`config.mk`:
```
export PLATFORM = sky130hd
export DESIGN_NAME = tmds_decoder
export DESIGN_NICKNAME = d
export VERILOG_FILES = /design/src/rtl/tmds_pkg.sv /design/src/rtl/tmds_align_fsm.sv /design/src/rtl/tmds_decoder.sv
export SDC_FILE = /design/constraint.sdc
export NUM_CORES = 1
export LEC_CHECK = 0
export CAP_MARGIN = 0
export CORE_MARGIN = 10
export CORE_UTILIZATION = 47
export CTS_BUF_LIST = sky130_fd_sc_hd__clkbuf_4 sky130_fd_sc_hd__clkbuf_8 sky130_fd_sc_hd__clkbuf_16
export CTS_CLUSTER_SIZE = 24
export DETAILED_ROUTE_END_ITERATION = 12
export PLACE_DENSITY = 0.66
export SYNTH_ARGS = -nofsm -noshare
export SYNTH_HDL_FRONTEND = slang
export SYNTH_HIERARCHICAL = 1
export SYNTH_SLANG_ARGS = --single-unit
export TNS_END_PERCENT = 100
```
`constraint.sdc`:
```
create_clock -name clk -period 3.2 [get_ports clk]
set_input_delay 0.64 -clock clk [delete_from_list [all_inputs] [get_ports clk]]
set_output_delay 0.64 -clock clk [all_outputs]
set_load 0.05 [all_outputs]
```
`src/rtl/tmds_pkg.sv`:
```
// Shared TMDS definitions: control-token codes, alignment state encoding and the
// 10b-to-8b data decode used by the receive channel (tokens shared with the encoder).
package tmds_pkg;

   localparam logic [9:0] CTRL_TOKEN_00 = 10'b1101010100;
   localparam logic [9:0] CTRL_TOKEN_01 = 10'b0010101011;
   localparam logic [9:0] CTRL_TOKEN_10 = 10'b0101010100;
   localparam logic [9:0] CTRL_TOKEN_11 = 10'b1010101011;

   typedef enum logic [1:0] {
      ALIGN_SEARCH = 2'd0,
      ALIGN_SLIP   = 2'd1,
      ALIGN_LOCKED = 2'd2
   } align_state_e;

   // Bit 9 undoes the optional inversion, bit 8 selects XOR or XNOR chaining.
   function automatic logic [7:0] tmds_decode_sym(input logic [9:0] sym);
      logic [7:0] t;
      logic [7:0] o;
      t    = sym[9] ? ~sym[7:0] : sym[7:0];
      o    = '0;
      o[0] = t[0];
      for (int i = 1; i < 8; i++) begin
         o[i] = sym[8] ? (t[i] ^ t[i-1]) : ~(t[i] ^ t[i-1]);
      end
      return o;
   endfunction

endpackage

```
`src/rtl/tmds_align_fsm.sv`:
```
// Word-alignment tracker: counts control-token runs, requests deserializer bit-slips
// while searching and reports lock until tokens stop arriving for too long.
module tmds_align_fsm
   import tmds_pkg::*;
#(
   parameter int LOCK_RUN       = 8,
   parameter int SEARCH_TIMEOUT = 2048,
   parameter int SLIP_SETTLE    = 16,
   parameter int LOSS_TIMEOUT   = 16384
) (
   input  logic clk,
   input  logic rst_n,
   input  logic sym_valid_i,
   input  logic is_token_i,
   output logic bitslip_o,
   output logic locked_o
);

   localparam int RUN_W    = $clog2(LOCK_RUN + 1);
   localparam int SRCH_W   = $clog2(SEARCH_TIMEOUT + 1);
   localparam int SETTLE_W = $clog2(SLIP_SETTLE + 1);
   localparam int GAP_W    = $clog2(LOSS_TIMEOUT + 1);

   localparam logic [RUN_W-1:0]    RUN_MAX     = RUN_W'(LOCK_RUN);
   localparam logic [SRCH_W-1:0]   SRCH_MAX    = SRCH_W'(SEARCH_TIMEOUT);
   localparam logic [SETTLE_W-1:0] SETTLE_LAST = SETTLE_W'(SLIP_SETTLE - 1);
   localparam logic [GAP_W-1:0]    GAP_MAX     = GAP_W'(LOSS_TIMEOUT);

   localparam logic [1:0] ST_SEARCH = ALIGN_SEARCH;
   localparam logic [1:0] ST_SLIP   = ALIGN_SLIP;
   localparam logic [1:0] ST_LOCKED = ALIGN_LOCKED;

   logic [1:0]          state_q,   state_d;
   logic [RUN_W-1:0]    run_q,     run_d;
   logic [SRCH_W-1:0]   srch_q,    srch_d;
   logic [SETTLE_W-1:0] settle_q,  settle_d;
   logic [GAP_W-1:0]    gap_q,     gap_d;
   logic                bitslip_q, bitslip_d;
   logic                locked_q,  locked_d;

   // NOTE: every signal written here gets a default first, so no latch is inferred.
   always_comb begin
      state_d   = state_q;
      run_d     = run_q;
      srch_d    = srch_q;
      settle_d  = settle_q;
      gap_d     = gap_q;
      bitslip_d = 1'b0;
      locked_d  = locked_q;

      if (sym_valid_i && state_q != ST_SLIP) begin
         if (!is_token_i)          run_d = '0;
         else if (run_q != RUN_MAX) run_d = run_q + 1'b1;
      end

      case (state_q)
         ST_SEARCH: begin
            if (sym_valid_i) begin
               srch_d = srch_q + 1'b1;
               // A completed token run takes priority over a coincident timeout.
               if (run_d == RUN_MAX) begin
                  state_d  = ST_LOCKED;
                  locked_d = 1'b1;
                  srch_d   = '0;
                  gap_d    = '0;
               end else if (srch_d == SRCH_MAX) begin
                  state_d   = ST_SLIP;
                  bitslip_d = 1'b1;
                  run_d     = '0;
                  srch_d    = '0;
                  settle_d  = '0;
               end
            end
         end
         ST_SLIP: begin
            if (settle_q == SETTLE_LAST) begin
               state_d  = ST_SEARCH;
               settle_d = '0;
               run_d    = '0;
               srch_d   = '0;
            end else begin
               settle_d = settle_q + 1'b1;
            end
         end
         ST_LOCKED: begin
            if (sym_valid_i) begin
               gap_d = is_token_i ? '0 : gap_q + 1'b1;
               if (gap_d == GAP_MAX) begin
                  state_d  = ST_SEARCH;
                  locked_d = 1'b0;
                  run_d    = '0;
                  srch_d   = '0;
                  gap_d    = '0;
               end
            end
         end
         default: state_d = ST_SEARCH;
      endcase
   end

   // NOTE: state registers use non-blocking assignments; the next-state logic above is blocking.
   always_ff @(posedge clk or negedge rst_n) begin
      if (!rst_n) begin
         state_q   <= ST_SEARCH;
         run_q     <= '0;
         srch_q    <= '0;
         settle_q  <= '0;
         gap_q     <= '0;
         bitslip_q <= 1'b0;
         locked_q  <= 1'b0;
      end else begin
         state_q   <= state_d;
         run_q     <= run_d;
         srch_q    <= srch_d;
         settle_q  <= settle_d;
         gap_q     <= gap_d;
         bitslip_q <= bitslip_d;
         locked_q  <= locked_d;
      end
   end

   assign bitslip_o = bitslip_q;
   assign locked_o  = locked_q;

endmodule

```
`src/rtl/tmds_decoder.sv`:
```
// TMDS 10b-to-8b channel decoder: two-stage decode pipeline (classify, then decode)
// feeding a word-alignment tracker that drives the deserializer bit-slip request.
module tmds_decoder
   import tmds_pkg::*;
#(
   parameter int LOCK_RUN       = 8,
   parameter int SEARCH_TIMEOUT = 2048,
   parameter int SLIP_SETTLE    = 16,
   parameter int LOSS_TIMEOUT   = 16384
) (
   input  logic       clk,
   input  logic       rst_n,
   input  logic       sym_valid,
   input  logic [9:0] sym_in,
   output logic       data_valid,
   output logic [7:0] data_out,
   output logic       de,
   output logic [1:0] ctrl,
   output logic       bitslip,
   output logic       locked
);

   logic       is_token;
   logic [1:0] token_ctrl;

   always_comb begin
      is_token   = 1'b1;
      token_ctrl = 2'b00;
      case (sym_in)
         CTRL_TOKEN_00: token_ctrl = 2'b00;
         CTRL_TOKEN_01: token_ctrl = 2'b01;
         CTRL_TOKEN_10: token_ctrl = 2'b10;
         CTRL_TOKEN_11: token_ctrl = 2'b11;
         default:       is_token   = 1'b0;
      endcase
   end

   logic       s1_valid_q;
   logic [9:0] s1_sym_q;
   logic       s1_token_q;
   logic [1:0] s1_ctrl_q;

   // Stage contents only move on valid symbols; the valid flags themselves always advance.
   always_ff @(posedge clk or negedge rst_n) begin
      if (!rst_n) begin
         s1_valid_q <= 1'b0;
         s1_sym_q   <= '0;
         s1_token_q <= 1'b0;
         s1_ctrl_q  <= '0;
      end else begin
         s1_valid_q <= sym_valid;
         if (sym_valid) begin
            s1_sym_q   <= sym_in;
            s1_token_q <= is_token;
            s1_ctrl_q  <= token_ctrl;
         end
      end
   end

   logic       s2_valid_q;
   logic [7:0] s2_data_q;
   logic       s2_de_q;
   logic [1:0] s2_ctrl_q;

   always_ff @(posedge clk or negedge rst_n) begin
      if (!rst_n) begin
         s2_valid_q <= 1'b0;
         s2_data_q  <= '0;
         s2_de_q    <= 1'b0;
         s2_ctrl_q  <= '0;
      end else begin
         s2_valid_q <= s1_valid_q;
         if (s1_valid_q) begin
            s2_de_q   <= ~s1_token_q;
            s2_data_q <= s1_token_q ? 8'h00 : tmds_decode_sym(s1_sym_q);
            if (s1_token_q) s2_ctrl_q <= s1_ctrl_q;
         end
      end
   end

   tmds_align_fsm #(
      .LOCK_RUN       (LOCK_RUN),
      .SEARCH_TIMEOUT (SEARCH_TIMEOUT),
      .SLIP_SETTLE    (SLIP_SETTLE),
      .LOSS_TIMEOUT   (LOSS_TIMEOUT)
   ) u_align (
      .clk         (clk),
      .rst_n       (rst_n),
      .sym_valid_i (s1_valid_q),
      .is_token_i  (s1_token_q),
      .bitslip_o   (bitslip),
      .locked_o    (locked)
   );

   assign data_valid = s2_valid_q;
   assign data_out   = s2_data_q;
   assign de         = s2_de_q;
   assign ctrl       = s2_ctrl_q;

endmodule

```
## After elaboration in Yosys (flattened, before gate mapping)

Index checks and enable logic that the tools add are counted.

| word-level totals | value |
|---|---|
| register bits after elaboration | 66 |
| input bits | 13 |
| output and inout bits | 14 |
| word-level logic and storage cells | 122 |

| operators by class | value |
|---|---|
| add/sub/neg operators | 4 |
| equality and inequality tests | 20 |
| multiplexer cells | 55 |
| bitwise gates (word level) | 16 |
| reductions and logical operators | 12 |

Operators by type and width:

| operator | count |
|---|---|
| 15-bit 2-to-1 mux | 5 |
| 12-bit 2-to-1 mux | 6 |
| 4-bit 2-to-1 mux | 9 |
| 12-bit one-hot mux with 3 select lines | 1 |
| 15-bit one-hot mux with 2 select lines | 1 |
| 10-bit equality test, second input constant | 2 |
| 5-bit 2-to-1 mux | 4 |
| 1-bit 2-to-1 mux | 16 |
| 8-bit 2-to-1 mux | 2 |
| 15-bit by 1-bit adder with 15-bit output, second input constant | 1 |
| 15-bit equality test, second input constant | 1 |
| 5-bit AND reduction | 3 |
| 12-bit by 1-bit adder with 12-bit output, second input constant | 1 |
| 12-bit equality test, second input constant | 1 |
| 2-bit 2-to-1 mux | 6 |
| 2-bit one-hot mux with 3 select lines | 2 |
| 4-bit one-hot mux with 3 select lines | 1 |
| 10-bit by 8-bit equality test with 1-bit output, second input constant | 1 |
| 10-bit by 9-bit equality test with 1-bit output, second input constant | 1 |
| 2-bit by 1-bit inequality test with 1-bit output, second input constant | 5 |
| 5-bit one-hot mux with 2 select lines | 1 |
| 1-bit inverter | 8 |
| 8-bit inverter | 1 |
| 4-bit AND reduction | 2 |
| other kinds (17) | 26 |

## Longest topological paths before layout

| depth | value |
|---|---|
| depth in word-level cells | 8 |
| gate-level depth with buffers | 11 |
| mapped depth without buffers | 9 |

## By module

The synthesis kept the hierarchy.

Modules (own cells, without submodules):

| module | instances | cells each | area each (um2) | seq. area each (um2) |
|---|---|---|---|---|
| tmds_align_fsm | 1 | 319 | 2,899.0 | 1,001.0 |
| tmds_decoder | 1 | 92 | 1,201.2 | 650.6 |

## Worst setup path after synthesis

No wires, ideal clock.

| timing | value |
|---|---|
| path type | reg-to-reg |
| from | reg u_align.state_q[1] |
| to | reg u_align.settle_q[0] |
| setup time | 0.128 ns |
| arrival time | 2.454 ns |
| data required time | 3.072 ns |
| slack | 0.619 ns |
| stages on the path, launching flop included | 11 |
| buffers on the path | 1 |
| clock period less this slack | 2.581 ns |
| path through | dfrtp_1 inv_1 ha_1 nand2b_1 clkbuf_1 a21o_1 a2111oi_4 a21oi_1 nor3b_2 nor2_2 mux2_1 |

| on the way | value |
|---|---|
| cells in the longest elaborated chain, start to end | 6 |
| elaborated cells between the ends (all ways) | 12 |
| those cells by class | 6 x eq/ne; 2 x mux; 4 x reduce/logical |

Ends and longest elaborated chain:

| item | RTL line | source |
|---|---|---|
| from (decl) | tmds_align_fsm.sv:33 | `logic [1:0] state_q, state_d;` |
| from (signal assigned) | tmds_align_fsm.sv:112 | `state_q <= state_d;` |
| 2-bit by 1-bit inequality test with 1-bit output | tmds_align_fsm.sv:51 | `if (sym_valid_i && state_q != ST_SLIP) begin` |
| 1-bit logical AND | tmds_align_fsm.sv:51 |  |
| 4-bit 2-to-1 mux | tmds_align_fsm.sv:51 |  |
| 4-bit equality test | tmds_align_fsm.sv:61 | `if (run_d == RUN_MAX) begin` |
| 2-bit inequality test (no source line) | -- |  |
| 4-bit AND reduction (no source line) | -- |  |
| to (signal assigned) | tmds_align_fsm.sv:115 | `settle_q <= settle_d;` |
| to (decl) | tmds_align_fsm.sv:36 | `logic [SETTLE_W-1:0] settle_q, settle_d;` |

Several ways; a longest one is shown, not always the timed one.
A chain may end at the register's enable or synchronous reset.

## Worst setup path in the final report

| timing | value |
|---|---|
| from | reg u_align.state_q[1] |
| to | reg u_align.gap_q[0] |

| on the way | value |
|---|---|
| cells in the longest elaborated chain, start to end | 6 |
| elaborated cells between the ends (all ways) | 12 |
| those cells by class | 6 x eq/ne; 2 x mux; 4 x reduce/logical |

Ends and longest elaborated chain:

| item | RTL line | source |
|---|---|---|
| 2-bit by 1-bit inequality test with 1-bit output | tmds_align_fsm.sv:51 |  |
| 1-bit logical AND | tmds_align_fsm.sv:51 |  |
| 4-bit 2-to-1 mux | tmds_align_fsm.sv:51 |  |
| 4-bit equality test | tmds_align_fsm.sv:61 |  |
| 2-bit by 1-bit inequality test with 1-bit output (no source line) | -- |  |
| 4-bit AND reduction (no source line) | -- |  |
| to (signal assigned) | tmds_align_fsm.sv:116 | `gap_q <= gap_d;` |
| to (decl) | tmds_align_fsm.sv:37 | `logic [GAP_W-1:0] gap_q, gap_d;` |

Several ways; a longest one is shown, not always the timed one.

==> results.cfg <==
[sta]
grt_setup_unrepaired = no
holdWs_ns = 0.313
finalSetupTns_ns = 0
hold_viol_final = 0
fin_crit_ns = 2.97
finalCritPeriodShare_pct = 92.7
max_slew_margin_pct = 57.1
setup_violations = 0
fin_worst_skew_ns = 0.00872
drv_slew = 0
worst_pin_slew_ns = 0.644
fmax_mhz = 337
fin_ws_ns = 0.235

[drt]
ant_nets = 0
drc_errors = 0
wl_um = 9070
vias = 3231
dr.pass1.iters = 4
wl_per_cell_um = 16.5
first_iter_violations = 181
routed_via_density = 5.90

[critical_path]
setup.worst_path.end_class = register
critPathLaunchType = register
worstPathMaxFanout = 9
crit_required_ns = 3.48
critPathArrivalTime_ns = 3.25
critPathKind = reg2reg
rrSetupSlack_ns = 0.23

[clocking]
post_cts_buffers = 0
clock_latency_ns = 0.34
htreeDepth = 3
cts_buffers = 9
ctsHoldBuffers = 0
clock-root-buffer = clkbuf_8
clk_pin_slew_ns = 0.08
postCtsResizedCells = 0
cts_tree = built
cts_sinks = 66
clockBufferDepth = 2

[grt]
grtUsageTotal_pct = 14.4
grt_pass1_vias = 3212
grt_antenna_before_repair = 0
grt_max_degree = 41
grt_pass1_wl_um = 15700
grt_overflow = 0

[logic_synthesis]
synth_top_area_share_pct = 40.3
yosysWarnings = 6
seq_area_frac_synth_pct = 40.3
ys_ff_latch = 66
synth_nets = 433
syn_area_per_cell_um2 = 9.98
yosysTopAreaCell = dfrtp_1
yosys-top-cells-area = dfrtp_1, mux2_2, nand3_1
synthCells = 411
post-synth-top-count-cell = dfrtp_1
synth_common_cells = dfrtp_1, nand3_1, nand2_1, inv_1
synthArstFlopShare_pct = 100
syn-cell-area_um2 = 4100
synth_ff_type = dfrtp_1
netlist-cell-type-count = 73
synth_edf_count = 0

[pwr]
sw_frac_of_total_pct = 31.5
p_sw_mw = 0.674
pwr-share-comb_pct = 19.2
power_frac_seq_pct = 46.8
internal-power_mw = 1.46
p_leak_nw = 1.95
ir_drop_v = 0.000382
clock_power_share_pct = 33.9
power_mw = 2.14
powerDensity_nw_per_um2 = 460

[placed_design]
dp_hpwl_um = 6470
dp_slack_ns = 0.284
gp_congestion = 0.864
numPortBuffers = 26

[run_status]
status = completed

[floorplanning]
die_x_um = 113
start_util_pct = 47.7
core_area_um2 = 8590
die_h_um = 113
rows = 34
die_area_um2 = 12900
io_pins = 27

[layout]
syn_to_final_growth_pct = 13.3
finalNetCount = 457
drive_gt1_share_pct = 14.3
n_antenna_cell = 0

[worst_hold_path]
hold_path_class = in2async

[run]
drv_cap = 0
==> power by group through the flow <==
| stage | Clock (mW) | Combinational, mW | Sequential, mW |
|---|---|---|---|
| after floorplan | 0 | 0.233 | 1.06 |
| after global placement | 0 | 0.409 | 1.02 |
| after detailed placement | 0 | 0.415 | 1.02 |
| after CTS | 0.741 | 0.418 | 1.00 |
| after global routing | 0.779 | 0.452 | 1.02 |
| final | 0.725 | 0.412 | 1.00 |
==> through the flow <==
| step | instances | util (%) | instance area, um^2 |
|---|---|---|---|
| 2_1_floorplan | 411 | - | 4100 |
| 3_3_place_gp | 532 | 51.7 | 4440 |
| 3_5_place_dp | 532 | 51.7 | 4440 |
| 4_1_cts | 548 | 54.0 | 4640 |
| 5_1_grt | 548 | 54.0 | 4640 |
| 6_report | 548 | 54.0 | 4640 |
==> logic make-up after synthesis <==
family	count (synthesis)	synth area share, %
compound gates	108	19.9
xor+xnor	18	5.22
buf+inv	44	5.00
fa+ha+maj	9	2.75
simple gates	146	21.4
mux	20	5.46
flops	66	40.3
==> flip-flops by register name, indices dropped and copies added, names as in the netlist, 2 cells and up <==
name	cells
u_align/srch_q	12
u_align/gap_q	15
u_align/run_q	4
ctrl	2
u_align/state_q	2
s1_sym_q	10
u_align/settle_q	5
s1_ctrl_q	2
data_out	8
==> area by class of cell <==
type | count | area [um^2]
clock buffers | 10 | 138
multi-input cells | 301 | 2240
clock inverters | 6 | 66.3
fillers | 762 | 3950
repair buffers | 33 | 320
well taps | 108 | 135
flip-flops and latches | 66 | 1650
inverters | 24 | 90.1
==> metal layers <==
metal	global-route usage (%)	part of all wire, %	wire length (um)	up-vias
met5	0	0	0	-
met4	3.64	0.84	76	0
met3	4.20	5.8	525	7
met2	23.2	47	4250	67
met1	18.6	47	4220	1579
li1	-	-	-	1578
==> worst paths after layout <==
kind / from / to / cells past startpoint
setup / recovery: u_align/state_q[1] / u_align/gap_q[0] / 9
hold / removal: rst_n / u_align/srch_q[5] / 1
setup reg to reg: u_align/state_q[1] / u_align/gap_q[0] / 9
hold reg to reg: ctrl[0] / ctrl[0] / 2
max in group asynchronous: rst_n / ctrl[0] / 2
min in group clk: ctrl[0] / ctrl[0] / 2
==> worst max-delay path, cell delays in order, from the launching register on <==
cell	delay, ns
dfrtp_1	0.37
inv_1	0.08
ha_1	0.28
nand2b_1	0.29
a21o_1	0.25
a2111oi_4	0.48
a31oi_1	0.20
nand2b_1	0.31
nor2_2	0.41
mux2_2	0.23
==> layout by cell type (no fill, tap or decap), types with 3 or more instances in the layout <==
| cell | instances |
|---|---|
| nor2b_1 | 9 |
| or3_1 | 6 |
| nor3_1 | 8 |
| clkdlybuf4s50_1 | 25 |
| nand4_1 | 6 |
| inv_1 | 24 |
| clkinvlp_4 | 3 |
| nor2_1 | 20 |
| dfrtp_1 | 66 |
| a21oi_1 | 11 |
| mux2i_1 | 4 |
| nor4_1 | 3 |
| a211o_1 | 3 |
| and3_1 | 7 |
| o21ai_0 | 20 |
| a32o_1 | 3 |
| mux2_2 | 14 |
| o21a_1 | 3 |
| nand3_1 | 27 |
| o22ai_1 | 9 |
| a22o_1 | 14 |
| nand2_1 | 26 |
| o2bb2ai_1 | 4 |
| xnor2_1 | 12 |
| ha_1 | 9 |
| nand2b_1 | 6 |
| xor2_1 | 3 |
| a31oi_1 | 6 |
| clkbuf_8 | 10 |
| buf_4 | 6 |
| xnor2_4 | 3 |
| o31ai_1 | 10 |
(Power assumes the default switching activity.)
